File: src/rtl/uart_tx_arb_if.sv
// Requester/transmitter-side signal bundle for the shared UART transmit arbiter.
interface uart_tx_arb_if #(
    parameter int NUM_REQ = 3
);
    logic [NUM_REQ-1:0]   req;
    logic [8*NUM_REQ-1:0] req_data;
    logic [NUM_REQ-1:0]   req_last;
    logic                 tx_done;
    logic                 trmt;
    logic [7:0]           tx_data;
    logic [NUM_REQ-1:0]   gnt;
    logic [NUM_REQ-1:0]   ack;
    logic                 busy;
    logic                 err;

    modport master (
        output req, req_data, req_last, tx_done,
        input  trmt, tx_data, gnt, ack, busy, err
    );

    modport slave (
        input  req, req_data, req_last, tx_done,
        output trmt, tx_data, gnt, ack, busy, err
    );
endinterface

File: src/rtl/uart_tx_arb.sv
// Round-robin arbiter sharing one UART transmitter among NUM_REQ requesters,
// holding the grant for a whole multi-byte message.
module uart_tx_arb #(
    parameter int NUM_REQ     = 3,
    parameter int TIMEOUT_CYC = 1024
) (
    input logic          clk,
    input logic          rst_n,
    uart_tx_arb_if.slave bus
);

    localparam int IW = (NUM_REQ > 1) ? $clog2(NUM_REQ) : 1;
    localparam int CW = $clog2(TIMEOUT_CYC + 1);

    typedef enum logic [2:0] {IDLE, SEND, WAIT, ACK, NEXT} state_t;

    state_t             state, state_nxt;
    logic [IW-1:0]      ptr, owner, sel_idx;
    logic               sel_found;
    logic [NUM_REQ-1:0] gnt_q;
    logic [7:0]         tx_data_q;
    logic               last_q, done_q, err_q;
    logic [CW-1:0]      cnt, cnt_inc;
    logic               done_rise, latch_new, latch_own, release_own, timeout_hit;

    function automatic logic [IW-1:0] wrap_add(input logic [IW-1:0] a, input int unsigned b);
        int unsigned s;
        s = 32'(a) + b;
        if (s >= unsigned'(NUM_REQ)) s = s - unsigned'(NUM_REQ);
        return IW'(s);
    endfunction

    assign done_rise = bus.tx_done & ~done_q;
    assign cnt_inc   = cnt + 1'b1;

    // First requesting index scanning from ptr upward with wrap.
    always_comb begin
        sel_found = 1'b0;
        sel_idx   = '0;
        for (int unsigned i = 0; i < unsigned'(NUM_REQ); i++) begin
            if (!sel_found && bus.req[wrap_add(ptr, i)]) begin
                sel_found = 1'b1;
                sel_idx   = wrap_add(ptr, i);
            end
        end
    end

    always_ff @(posedge clk or negedge rst_n) begin
        if (!rst_n) state <= IDLE;
        else        state <= state_nxt;
    end

    always_comb begin
        state_nxt   = state;
        latch_new   = 1'b0;
        latch_own   = 1'b0;
        release_own = 1'b0;
        timeout_hit = 1'b0;
        case (state)
            IDLE: if (sel_found) begin
                latch_new = 1'b1;
                state_nxt = SEND;
            end
            SEND: state_nxt = WAIT;
            WAIT: begin
                // A rise coinciding with the timeout still counts as success.
                if (done_rise) begin
                    state_nxt = ACK;
                end else if (cnt_inc == CW'(TIMEOUT_CYC - 1)) begin
                    timeout_hit = 1'b1;
                    state_nxt   = ACK;
                end
            end
            ACK: begin
                if (last_q) begin
                    release_own = 1'b1;
                    state_nxt   = IDLE;
                end else begin
                    state_nxt = NEXT;
                end
            end
            NEXT: begin
                if (bus.req[owner]) begin
                    latch_own = 1'b1;
                    state_nxt = SEND;
                end else begin
                    release_own = 1'b1;
                    state_nxt   = IDLE;
                end
            end
            default: state_nxt = IDLE;
        endcase
    end

    always_ff @(posedge clk or negedge rst_n) begin
        if (!rst_n) begin
            ptr       <= '0;
            owner     <= '0;
            gnt_q     <= '0;
            tx_data_q <= '0;
            last_q    <= 1'b0;
            done_q    <= 1'b0;
            err_q     <= 1'b0;
            cnt       <= '0;
        end else begin
            done_q <= bus.tx_done;
            err_q  <= timeout_hit;
            if (state == SEND)      cnt <= '0;
            else if (state == WAIT) cnt <= cnt_inc;
            if (latch_new) begin
                gnt_q     <= {{(NUM_REQ-1){1'b0}}, 1'b1} << sel_idx;
                owner     <= sel_idx;
                tx_data_q <= bus.req_data[{sel_idx, 3'b000} +: 8];
                last_q    <= bus.req_last[sel_idx];
            end else if (latch_own) begin
                tx_data_q <= bus.req_data[{owner, 3'b000} +: 8];
                last_q    <= bus.req_last[owner];
            end
            // An aborted byte ends the message so the grant is not held forever.
            if (timeout_hit) last_q <= 1'b1;
            if (release_own) begin
                gnt_q <= '0;
                ptr   <= wrap_add(owner, 1);
            end
        end
    end

    assign bus.trmt    = (state == SEND);
    assign bus.ack     = (state == ACK) ? gnt_q : '0;
    assign bus.busy    = (state != IDLE);
    assign bus.gnt     = gnt_q;
    assign bus.tx_data = tx_data_q;
    assign bus.err     = err_q;

endmodule

File: src/flat_wrapper.sv
// flat-port wrapper written by rule: the top's interface ports become plain ports
module uart_tx_arb_flat 
#(
    parameter int NUM_REQ     = 3,
    parameter int TIMEOUT_CYC = 1024
)
  (clk, rst_n, bus_req, bus_req_data, bus_req_last, bus_tx_done, bus_trmt, bus_tx_data, bus_gnt, bus_ack, bus_busy, bus_err);
  uart_tx_arb_if #(.NUM_REQ(NUM_REQ)) bus_i ();
  input logic clk;
  input logic rst_n;
  input wire logic [$bits(bus_i.req)-1:0] bus_req;
  input wire logic [$bits(bus_i.req_data)-1:0] bus_req_data;
  input wire logic [$bits(bus_i.req_last)-1:0] bus_req_last;
  input wire logic [$bits(bus_i.tx_done)-1:0] bus_tx_done;
  output wire logic [$bits(bus_i.trmt)-1:0] bus_trmt;
  output wire logic [$bits(bus_i.tx_data)-1:0] bus_tx_data;
  output wire logic [$bits(bus_i.gnt)-1:0] bus_gnt;
  output wire logic [$bits(bus_i.ack)-1:0] bus_ack;
  output wire logic [$bits(bus_i.busy)-1:0] bus_busy;
  output wire logic [$bits(bus_i.err)-1:0] bus_err;
  assign bus_i.req = bus_req;
  assign bus_i.req_data = bus_req_data;
  assign bus_i.req_last = bus_req_last;
  assign bus_i.tx_done = bus_tx_done;
  assign bus_trmt = bus_i.trmt;
  assign bus_tx_data = bus_i.tx_data;
  assign bus_gnt = bus_i.gnt;
  assign bus_ack = bus_i.ack;
  assign bus_busy = bus_i.busy;
  assign bus_err = bus_i.err;
  uart_tx_arb #(.NUM_REQ(NUM_REQ), .TIMEOUT_CYC(TIMEOUT_CYC)) u_core (.clk(clk), .rst_n(rst_n), .bus(bus_i));
endmodule
File: config.mk
export PLATFORM = sky130hd
export DESIGN_NAME = uart_tx_arb_flat
export DESIGN_NICKNAME = d
export VERILOG_FILES = /design/src/rtl/uart_tx_arb_if.sv /design/src/rtl/uart_tx_arb.sv /design/src/flat_wrapper.sv
export SDC_FILE = /design/constraint.sdc
export NUM_CORES = 1
export LEC_CHECK = 0
export ABC_AREA = 0
export CAP_MARGIN = 20
export CORE_MARGIN = 4
export CORE_UTILIZATION = 52
export DETAILED_ROUTE_END_ITERATION = 8
export PLACE_DENSITY = 0.84
export RECOVER_POWER = 100
export SYNTH_ARGS = -nofsm -noshare
export SYNTH_HDL_FRONTEND = slang
export SYNTH_SLANG_ARGS = --single-unit
File: constraint.sdc
create_clock -name clk -period 4.06 [get_ports clk]
set_clock_uncertainty 0.05 [all_clocks]
set_input_delay 0.406 -clock clk [delete_from_list [all_inputs] [get_ports clk]]
set_output_delay 0.406 -clock clk [all_outputs]
set_load 0.01 [all_outputs]
After elaboration in Yosys (flattened, before gate mapping). Index checks and enable logic that the tools add are counted.

Bits in registers: 32. Input bits: 33. Output and inout bits: 17. Logic and storage cells: 97.

Add/sub/neg operators: 8. Magnitude comparators: 9. Equality and inequality tests: 7. Shifts and indexed selects: 3. Muxes and demuxes: 48. Bitwise gates (word level): 2. Reduce and logical (&&, ||, !) cells: 11.

Operators by type and width (number): 24-bit by 6-bit variable part select with 8-bit output (2); 1-bit 2-to-1 mux (22); 11-bit 2-to-1 mux (2); 3-bit 2-to-1 mux (7); 8-bit 2-to-1 mux (2); 2-bit by 3-bit less-than comparator with 1-bit output, second input constant (5); 3-bit case mux with 5 select lines (1); 2-bit 2-to-1 mux (7); 1-bit binary-select mux with 2-bit select (6); 11-bit by 1-bit adder with 11-bit output, second input constant (1); 11-bit by 10-bit equality test with 1-bit output, second input constant (1); 3-bit by 2-bit greater-or-equal comparator with 1-bit output, second input constant (3); 2-bit subtractor, second input constant (4); 2-bit by 1-bit adder with 3-bit output, second input constant (2); 3-bit by 2-bit equality test with 1-bit output, second input constant (2); 2-bit nonzero test (3); 3-bit nonzero test (2); 2-bit by 2-bit adder with 3-bit output, second input constant (1); 3-bit by 1-bit equality test with 1-bit output, second input constant (1); 3-bit equality test, second input constant (1); 3-bit zero test (1); 3-bit by 1-bit inequality test with 1-bit output, second input constant (1); 1-bit by 2-bit << shifter with 3-bit output, first input constant (1); 2-bit greater-or-equal comparator, second input constant (1); 7 further kinds (9).

Longest topological paths before layout. Gate-level depths: netlist (run 1).

Depth in word-level cells: 15. Depth in mapped cells: 10. Gate-level depth less buffers: 8.

Worst setup path after synthesis (run 1). No wires, ideal clock.

Kind: flip-flop to flip-flop. Start point: register u_core.state[2]. End point: register u_core.tx_data_q[6], in the netlist u_core.bus.tx_data[6]. Library setup time: 131 ps. Arrival: 2024 ps. Data required time: 3879 ps. Setup slack: 1855 ps. Stages on the path, launching flop included: 9. Path buffers: 2. Period minus slack after synthesis: 2205 ps. Cells stage by stage: dfrtp_1 -> buf_6 -> or3_4 -> nor3_2 -> and3_1 -> buf_6 -> mux2i_4 -> mux2i_1 -> o211ai_1.

Cells in the longest elaborated chain, start to end: 3. Elaborated cells on any way between the ends: 6. Classes of those cells: eq/ne: 1; mux: 3; reduce/logical: 2.

RTL lines: start: declaration (RTL line uart_tx_arb.sv:17) `state_t state, state_nxt;`; start signal: assignment (RTL line uart_tx_arb.sv:50) `else state <= state_nxt;`; 3-bit equality test or 3-bit zero test (tied branches) (RTL line uart_tx_arb.sv:59) `case (state)`; 1-bit 2-to-1 mux (RTL line uart_tx_arb.sv:59); 2-bit nonzero test (no source line) or 8-bit 2-to-1 mux (tied branches); end signal: assignment (RTL line uart_tx_arb.sv:113) `tx_data_q <= bus.req_data[{sel_idx, 3'b000} +: 8];`; end signal: assignment (RTL line uart_tx_arb.sv:116) `tx_data_q <= bus.req_data[{owner, 3'b000} +: 8];`; end: declaration (RTL line uart_tx_arb.sv:21) `logic [7:0] tx_data_q;`.

Several ways; a longest one is shown, not always the timed one. A chain may end at the register's enable or synchronous reset.

Worst setup path after layout (run 1).
Start point: register u_core.ptr[0]. End point: register u_core.tx_data_q[2], in the netlist u_core.bus.tx_data[2].

Cells in the longest elaborated chain, start to end: 14. Elaborated cells on any way between the ends: 32. Classes of those cells: add/sub: 5; order compare: 3; shift: 1; mux: 18; reduce/logical: 5.

RTL lines: start: declaration (RTL line uart_tx_arb.sv:18) `logic [IW-1:0] ptr, owner, sel_idx;`; start signal: assignment (RTL line uart_tx_arb.sv:123) `ptr <= wrap_add(owner, 1);`; branches (longest 14 deep; another with 2-bit by 1-bit adder with 3-bit output).

Several ways; the timed one is not identified. The select of a mux whose other input is x is not followed.

==> results of run 1 <==
## stage by stage
step | std cells | hold WS, ps | util [%]
2_1_floorplan | 216 | 60.41 | -
3_3_place_gp | 308 | 418.4 | 70.71
3_5_place_dp | 308 | 412.9 | 70.71
4_1_cts | 316 | 427.9 | 73.30
5_1_grt | 316 | 449.6 | 72.76
6_report | 316 | 422.4 | 72.76
## cell families (layout without fill, tap and decap cells)
group	Yosys count	count (layout)
and+or+nand+nor	98	98
xor gates and xnor gates	3	3
buffers and inverters	15	69
muxes	13	13
adders and majority gates	5	5
DFF	32	32
AOI/OAI and AO/OA	50	50
## worst max path at each step
stage               startpoint                    end  slack, ps  cells after the start
3_3_place_gp        bus_req[1]  u_core.bus.tx_data[6]       1440                      7
5_1_grt          u_core.ptr[0]  u_core.bus.tx_data[2]        890                      7
3_5_place_dp        bus_req[2]  u_core.bus.tx_data[2]       1290                      7
2_1_floorplan  u_core.state[2]  u_core.bus.tx_data[6]       1860                      8
4_1_cts          u_core.ptr[0]  u_core.bus.tx_data[2]       1520                      7
6_report         u_core.ptr[0]  u_core.bus.tx_data[2]       1090                      7
## layer usage
metal	track usage, %	part of all wire [%]
met5	0	0
met4	7.056	1.2
met3	4.214	5.7
met2	36.31	50
met1	27.95	43
## power by group
part	total, uW	switching (uW)	internal [uW]	leakage, uW
clock network	247	109	138	0.0000455
registers	509	89.2	420	0.000417
logic	843	481	362	0.000665
total	1600	678	920	0.00113
## layout by cell type, fill, tap and decap left out, types with 2 or more instances in the layout
cell type | synthesis | layout
and3_1 | 3 | 3
a21boi_0 | 2 | 2
nor2b_1 | 3 | 3
ha_1 | 5 | 5
nand3_1 | 17 | 17
clkbuf_8 | 0 | 6
nand2_1 | 34 | 34
inv_1 | 11 | 11
a21oi_1 | 4 | 4
o211ai_1 | 11 | 11
mux2i_1 | 10 | 11
nor3b_1 | 5 | 5
nor3_1 | 4 | 4
o31ai_1 | 2 | 2
nor2_1 | 15 | 16
a21o_1 | 2 | 2
clkdlybuf4s50_1 | 0 | 29
a31oi_1 | 2 | 2
xnor2_1 | 2 | 2
dlygate4sd3_1 | 0 | 20
dfrtp_1 | 32 | 32
nand2b_1 | 2 | 2
o21ai_0 | 19 | 19
clkbuf_1 | 1 | 3
and2_1 | 6 | 6
## flip-flops by register name, summed over array words and instances (netlist names)
signal and flops:
u_core.cnt 11, u_core.owner 2, u_core.bus.err 1, u_core.bus.tx_data 8, u_core.state 3, u_core.last_q 1
u_core.bus.gnt 3, u_core.done_q 1, u_core.ptr 2
## layout make-up
class	count	area (um2)
Multi-Input combinational cell	169	1040
Fill cell	282	944.7
Tap cell	46	57.56
Inverter	11	41.29
Sequential cell	32	800.8
Timing Repair Buffer	50	494.2
Clock buffer	8	90.09
## worst register-to-register path: cells and delay by family, from the launching register on
kind / cells / cell delay, ps
muxes: 2 / 1250
buffers and inverters: 1 / 60
DFF: 1 / 350
adders and majority gates: 1 / 390
AOI/OAI and AO/OA: 2 / 400
and+or+nand+nor: 1 / 340
## Yosys cell counts (3+ instances only)
cell	n
nor2b_1	3
nand3_1	17
nor3b_1	5
o21ai_0	19
inv_1	11
nor2_1	15
and3_1	3
mux2i_1	10
and2_1	6
ha_1	5
a21oi_1	4
o211ai_1	11
dfrtp_1	32
nand2_1	34
nor3_1	4
==> results.md, run 1 <==
* Post-route ant nets at 0
* Failing checks: capacitance limit, slew limit
* Hold Path End: u_core.state[2]
* Critical path capture point type: flip-flop
* CTS tree: built
* Minimum setup slack among reg-to-reg paths at 1090 ps
* Clock buffer depth at 2
* Final Max Tran Viols at 33
* Clk_lat worst skew at 280 ps
* IO buf count at 49
* Root Buffer: clkbuf_8
* Outcome: complete, but fails checks
* DIE WIDTH at 68.87 um
* Ant diodes at 0
* FF-to-FF Start: u_core.ptr[0]
* Vias after detailed routing at 1786
* Core area at 0.003468 mm2
* Synth Instances at 216
* VDD IR-drop max at 0.3910 mV
* # Post-CTS Setup Buffers at 0
* Design Area, Final at 0.002524 mm2
* Slew headroom at -11.00%
* Initial drt markers at 124
* GRT Overall Usage at 21.62%
* Pre-Repair DR Iteration Count at 4
* Initial antenna violation count at 0
* Post-synthesis compound-gate area fraction at 16.75%
* CP Buf/Inv Count at 1
* First-pass GRT wire length at 7590 um
* Setup Total Neg Slack at 0 ps
* Critical path type: reg2reg
* Synth top area share at 41.56%
* Clock-pin slew on the worst setup and hold paths at 60 ps
* Final setup violation count at 0
* RePlAce Congestion at 0.8491
* Full die area at 0.004743 mm2
* Final WS setup at 1087 ps
* Synth cell types at 45
* Yosys warnings at 0
* Post-synth ARST share at 100.0%
* CP max-delay cell: mux2i_1
* Die height at 68.87 um
* Final net count at 307
* Number of synthesized register bits at 32
* CTS resizes at 0
* RSZ-0062 raised after global routing: no
* Slew @ Worst Pin at 1665 ps
* FP Rows at 21
* Cell Area, Synth at 0.001927 mm2
* Ys flop type: dfrtp_1
* Sequential share of the synthesized area at 41.56%
* FF-to-FF path depth at 7
* Fin crit period at 2973 ps
* Largest family of logic cells by synthesized area: simple AND/OR/NAND/NOR gates
* Max Cap Viol at 1
* Pwr/cell area at 633.3 mW/mm2
* CP cell instances: inv_1 -> ha_1 -> o211ai_1 -> and3_1 -> mux2i_1 -> mux2i_1 -> o211ai_1
* Number of synthesized flops with an enable pin at 0
* Delay-heaviest family, CP: multiplexers
* Crit path launch type: flip-flop
* H-tree Lvls at 2
* Final HPWL DP at 3563 um
* Post-synth top area cell: dfrtp_1
* Drt total wl at 4736 um
* Post-synthesis xor/xnor area fraction at 1.364%
* R2r endpoint: u_core.bus.tx_data[2]
* Leakage at 0.001128 uW
* Post-synthesis mux area share at 7.662%
* CP Max Fanout at 9
* Adder-Cell Fraction of Synth Area at 3.247%
* Hold Crit Class: reg2reg
* Total Power at 1598 uW
* Final hold viol count at 0
* Worst EP required at 4160 ps
* Worst hold stages at 1
* Via/cell ratio at 5.652
* Gr ovfl total at 0
* DP Worst Slack at 1294 ps
* Worst Path Arrival at 3070 ps
* Initial core utilization at 55.56%
* Maximum clock rate at 0.3364 GHz
* Hold_buf cts at 0
* CP max stage delay at 950 ps
* Num CTS Buffers at 5
* # DRC at 0
* Post-synthesis simple-gate area fraction at 25.71%
* Mean Syn Cell Area at 8.921 um2
* Vias in the first global route at 1689
* Syn Nets at 254
* Boundary Pins at 50
* Synth top area cells: dfrtp_1 (42%), nand2_1 (6.6%), mux2i_1 (5.2%), o21ai_0 (4.9%), nand3_1 (4.4%)
* Area Growth Syn to Fin at 30.97%
* Largest net degree at the start of global routing at 33
* Clock sinks at 32
* Period utilisation layout at 73.23%
* Worst hold start: u_core.last_q
* Share of cells above drive strength 1 at 4.815%
* Cell Area, Placed at 0.002452 mm2
* Wire per inst at 14.99 um
No activity file was read; power rests on OpenSTA's default activity.
==> run 2, diff against run 1 <==
CORE_UTILIZATION = 44   (was 52)
PLACE_DENSITY = 0.76   (was 0.84)
clock period = 2.6 ns   (was 4.06 ns; I/O delays follow)
==> run 2 against run 1 <==
Effect of this change:
- worst hold slack got worse by 9.1 ps
- the flow still finishes with violations (capacitance limit, slew limit)
- routed wire length fell by 5.7%
- register-to-register slack got worse by 830 ps
- sequential share of layout area fell by 0.89 points
- critical path depth rose by 1
- combinational power rose by 61%
- sequential cell count did not move
==> results.md, run 2 (same netlist as run 1, synthesis figures left out) <==
* Share of cells above drive strength 1 at 6.569% (+1.8 points)
* Setup Total Neg Slack at 0 ps (unchanged)
* Worst EP required at 2700 ps (-1460 ps)
* Fin crit period at 2341 ps (-632.0 ps)
* Footprint of the multi-input gates at 0.001055 mm2 (+1.4%)
* Failing checks: capacitance limit, slew limit
* Vias in the first global route at 1575 (-6.7%)
* Die height at 74.18 um (+7.7%)
* CP max-delay cell: nor2_2
* Sw Share at 40.90% (-1.5 points)
* Clock buffer depth at 2 (unchanged)
* Placed cells at 316 (+2.6%)
* Post-route ant nets at 0 (unchanged)
* Pwr/cell area at 1010 mW/mm2 (+60%)
* FP Rows at 23 (+9.5%)
* Non-filler cells, final at 324 (+2.5%)
* CTS resizes at 0 (unchanged)
* Largest register FFs at 11 (unchanged)
* Clock-pin slew on the worst setup and hold paths at 70 ps (about the same)
* # Post-CTS Setup Buffers at 0 (unchanged)
* Final Max Tran Viols at 33 (unchanged)
* Wire per inst at 13.78 um (-8.0%)
* RePlAce Congestion at 0.8562 (+0.84%)
* CTS tree: built
* Final setup violation count at 0 (unchanged)
* IO buf count at 49 (unchanged)
* Clk pwr share at 17.9% (+2.5 points)
* Drt total wl at 4466 um (-5.7%)
* DP Worst Slack at 176.8 ps (-1117 ps)
* Vias after detailed routing at 1711 (-4.2%)
* Sequential Power Share at 30.1% (-1.7 points)
* Gr ovfl total at 0 (unchanged)
* Outcome: complete, but fails checks
* RSZ-0062 raised after global routing: no
* Final WS setup at 258.9 ps (-828.0 ps)
* Psw at 1073 uW (+58%)
* Critical path type: reg2reg
* Crit path launch type: flip-flop
* Core area at 0.004115 mm2 (+19%)
* Area Growth Syn to Fin at 34.74%
* Maximum clock rate at 0.4272 GHz (+27%)
* Slew @ Worst Pin at 1693 ps (+27.51 ps)
* Initial drt markers at 70 (-44%)
* # DRC at 0 (unchanged)
* Final hold viol count at 0 (unchanged)
* Logic pwr share at 52.0% (-0.7 points)
* # fillers at 359 (+27%)
* GRT Overall Usage at 17.18% (-4.4 points)
* Final HPWL DP at 3454 um (-3.1%)
* Most frequent cells in the layout: nand2_1 (34), dfrtp_1 (32), clkdlybuf4s50_1 (29), dlygate4sd3_1 (20), o21ai_0 (19)
* Hold Crit Class: reg2reg
* VDD IR-drop max at 0.4361 mV (+12%)
* Commonest non-fill, non-tap cell in the layout: nand2_1
* Worst hold stages at 1 (unchanged)
* Largest net degree at the start of global routing at 33 (unchanged)
* Clk_lat worst skew at 280 ps (about the same)
* CP max stage delay at 360 ps (-590 ps)
* Initial core utilization at 46.82% (-8.7 points)
* CP Max Fanout at 10 (+1)
* Critical path capture point type: flip-flop
* CP cell instances: inv_1 -> ha_1 -> nor4_4 -> nor3_2 -> and3_1 -> nor2_2 -> a211o_1 -> o211ai_1
* Initial antenna violation count at 0 (unchanged)
* Ant diodes at 0 (unchanged)
* Clock sinks at 32 (unchanged)
* Max Cap Viol at 1 (unchanged)
* Period utilisation layout at 90.04% (+17 points)
* Boundary Pins at 50 (unchanged)
* FF+latch area at 800.8 um2 (unchanged)
* Pre-Repair DR Iteration Count at 4 (unchanged)
* Internal power at 1550 uW (+69%)
* Full die area at 0.005502 mm2 (+16%)
* Final net count at 311 (+1.3%)
* Slew headroom at -12.84% (-1.8 points)
* H-tree Lvls at 2 (unchanged)
* DIE WIDTH at 74.18 um (+7.7%)
* Worst Path Arrival at 2450 ps (-620 ps)
* FF-to-FF path depth at 8 (+1)
* Leakage at 0.001152 uW (+2.1%)
* Top reg by flops: u_core.cnt
* Root Buffer: clkbuf_8
* Via/cell ratio at 5.281 (-6.6%)
* First-pass GRT wire length at 7320 um (-3.6%)
* Num CTS Buffers at 5 (unchanged)
* Hold_buf cts at 0 (unchanged)
-- run 2: power by group through the flow --
stage | logic [uW] | registers [uW] | clock network [uW]
finish | 1360 | 790 | 469
global route | 1540 | 817 | 497
CTS | 1440 | 793 | 480
detailed placement | 1440 | 803 | 0
global placement | 1410 | 801 | 0
floorplan | 914 | 806 | 0
-- run 2: cell type report --
class	instances	area share, %
multi-input cells	169	40.63
flip-flops and latches	32	30.84
repair buffers	54	20.24
clock buffers	5	2.651
well taps	50	2.410
clock inverters	3	1.639
inverters	11	1.590
-- run 2: final timing paths --
check / startpoint / end / slack, ps
setup / recovery: u_core.ptr[1] / u_core.bus.tx_data[5] / 260
hold / removal: u_core.last_q / u_core.state[2] / 410
setup reg to reg: u_core.ptr[1] / u_core.bus.tx_data[5] / 260
hold reg to reg: u_core.last_q / u_core.state[2] / 410
max in group asynchronous: rst_n / u_core.cnt[8] / 620
min in group asynchronous: rst_n / u_core.cnt[4] / 900
-- run 2: critical path: cells and delay by family, from the launching register on --
family	cells	cell delay, ps
adders and majority gates	1	270
buffers and inverters	1	60
DFF	1	350
and+or+nand+nor	4	1030
AOI/OAI and AO/OA	2	460
-- run 2: per-stage QoR --
step / utilization, % / hold slack (ps) / power [uW] / cell area [um2]
2_1_floorplan: - / -85.59 / 1720 / 1927
3_3_place_gp: 60.75 / 402.6 / 2208 / 2500
3_5_place_dp: 60.75 / 417.5 / 2241 / 2500
4_1_cts: 63.45 / 336.0 / 2713 / 2611
5_1_grt: 63.09 / 431.1 / 2857 / 2596
6_report: 63.09 / 413.3 / 2623 / 2596
-- run 2: per-layer routing --
layer,vias up,global-route usage (%),wire length (um)
li1,888,-,-
met1,791,25.09,2186
met2,28,25.89,2077
met3,4,3.108,154
met4,0,5.433,48
met5,-,0,0
==> run 3, diff against run 2 <==
RECOVER_POWER = unset   (was 100)
==> run 3 against run 2 <==
Effect of this change:
- the run now ends clean
- routed wire length rose by 0.43%
- cell count unchanged
- final area grew 0.58%
- maximum frequency shrank 0.15%
- sequential cell count unchanged
- core utilization increased by 0.36 points
- largest cell class unchanged
- largest power group unchanged
==> results.md, run 3 (same netlist as run 1, synthesis figures left out) <==
* Fin crit period at 2345 ps (+3.495 ps)
* H-tree Lvls at 2 (unchanged)
* Outcome: finished clean
* CP Max Fanout at 10 (unchanged)
* First-pass GRT wire length at 7320 um (unchanged)
* Final HPWL DP at 3454 um (unchanged)
* Final net count at 311 (unchanged)
* Initial core utilization at 46.82% (unchanged)
* Setup Total Neg Slack at 0 ps (unchanged)
* Root Buffer: clkbuf_8
* # DRC at 0 (unchanged)
* Hold Crit Class: in2async
* Share of cells above drive strength 1 at 8.029% (+1.5 points)
* # Post-CTS Setup Buffers at 0 (unchanged)
* RSZ-0062 raised after global routing: no
* Vias in the first global route at 1575 (unchanged)
* Final hold viol count at 0 (unchanged)
* Hold_buf cts at 0 (unchanged)
* Clock sinks at 32 (unchanged)
* Period utilisation layout at 90.18% (+0.13 points)
* Boundary Pins at 50 (unchanged)
* Crit path launch type: flip-flop
* VDD IR-drop max at 0.4523 mV (+3.7%)
* Num CTS Buffers at 5 (unchanged)
* Drt total wl at 4485 um (+0.43%)
* Leakage at 0.001136 uW (-1.4%)
* Initial antenna violation count at 0 (unchanged)
* Commonest non-fill, non-tap cell in the layout: clkdlybuf4s50_1
* Total Power at 2687 uW (+2.4%)
* Slew headroom at 56.71% (+70 points)
* Initial drt markers at 69 (-1.4%)
* Final Max Tran Viols at 0 (-100%)
* Wire per inst at 13.84 um (+0.43%)
* Core area at 0.004115 mm2 (unchanged)
* FP Rows at 23 (unchanged)
* Via/cell ratio at 5.306 (+0.47%)
* RePlAce Congestion at 0.8562 (unchanged)
* Critical path capture point type: flip-flop
* CTS tree: built
* Slew @ Worst Pin at 647.0 ps (-1046 ps)
* # fillers at 357 (-0.56%)
* Worst EP required at 2700 ps (about the same)
* Maximum clock rate at 0.4265 GHz (-0.15%)
* Final setup violation count at 0 (unchanged)
* Post-route ant nets at 0 (unchanged)
* Clock buffer depth at 2 (unchanged)
* IO buf count at 49 (unchanged)
* Top reg by flops: u_core.cnt
* Largest net degree at the start of global routing at 33 (unchanged)
* Vias after detailed routing at 1719 (+0.47%)
* Worst Path Arrival at 2450 ps (about the same)
* Gr ovfl total at 0 (unchanged)
* CTS resizes at 0 (unchanged)
* Clock-pin slew on the worst setup and hold paths at 70 ps (about the same)
* Full die area at 0.005502 mm2 (unchanged)
* Max Cap Viol at 0 (-1)
* Most frequent cells in the layout: clkdlybuf4s50_1 (49), nand2_1 (34), dfrtp_1 (32), o21ai_0 (19), nand3_1 (17)
* Pre-Repair DR Iteration Count at 4 (unchanged)
* GRT Overall Usage at 17.18% (unchanged)
* Area Growth Syn to Fin at 35.52%
* Die height at 74.18 um (unchanged)
* Largest register FFs at 11 (unchanged)
* Critical path type: reg2reg
* Ant diodes at 0 (unchanged)
* DIE WIDTH at 74.18 um (unchanged)
* Clk_lat worst skew at 280 ps (about the same)
* Pwr/cell area at 1029 mW/mm2 (+1.9%)
run 3: changes by cell type in the layout (fill, tap and decap cells not counted):
cell / change
clkdlybuf4s50_1: +20
dlygate4sd3_1: -20
clkbuf_1: -4
buf_4: +4
run 3: through the flow:
step	util (%)	instances	area, um2	hold slack [ps]	setup WS, ps
5_1_grt	63.45	324	2611	367.1	8.828
6_report	63.45	324	2611	320.2	255.4
3_3_place_gp	60.75	316	2500	402.6	231.3
2_1_floorplan	-	216	1927	-85.59	395.0
3_5_place_dp	60.75	316	2500	417.5	176.8
4_1_cts	63.45	324	2611	336.0	254.0
run 3: routing by layer:
metal,wire length (um),up-vias,GRT usage [%]
met2,2102,32,25.89
met1,2166,799,25.09
met5,0,-,0
met4,48,0,5.433
li1,-,884,-
met3,168,4,3.108
run 3: power by group:
| part | internal [uW] | total [uW] | switching [uW] |
|---|---|---|---|
| Clock | 283 | 469 | 186 |
| Sequential | 655 | 793 | 138 |
| Combinational | 670 | 1420 | 754 |
run 3: worst max-delay path, cell delays in order, from the launching register on:
cell	delay (ps)
dfrtp_1	350
inv_1	60
ha_1	270
nor4_4	340
nor3_2	80
and3_1	250
nor2_2	360
a211o_1	320
o211ai_1	140
run 3: worst paths after layout:
path / start / end / slack (ps) / cells past startpoint
max in group asynchronous: rst_n / u_core.ptr[0] / 1880 / 2
max: u_core.ptr[1] / u_core.bus.tx_data[5] / 260 / 8
min in group clk: bus_tx_done / u_core.done_q / 400 / 1
min: rst_n / u_core.cnt[4] / 320 / 2
min reg2reg: u_core.last_q / u_core.state[2] / 410 / 1
max reg2reg: u_core.ptr[1] / u_core.bus.tx_data[5] / 260 / 8
run 3: layout make-up:
cell class | instances | area (um2) | share of cell area, %
Multi-Input combinational cell | 169 | 1055 | 40.39
Sequential cell | 32 | 800.8 | 30.67
Tap cell | 50 | 62.56 | 2.396
Inverter | 11 | 41.29 | 1.581
Timing Repair Buffer | 54 | 540.5 | 20.70
Clock inverter | 3 | 42.54 | 1.629
Clock buffer | 5 | 68.82 | 2.635
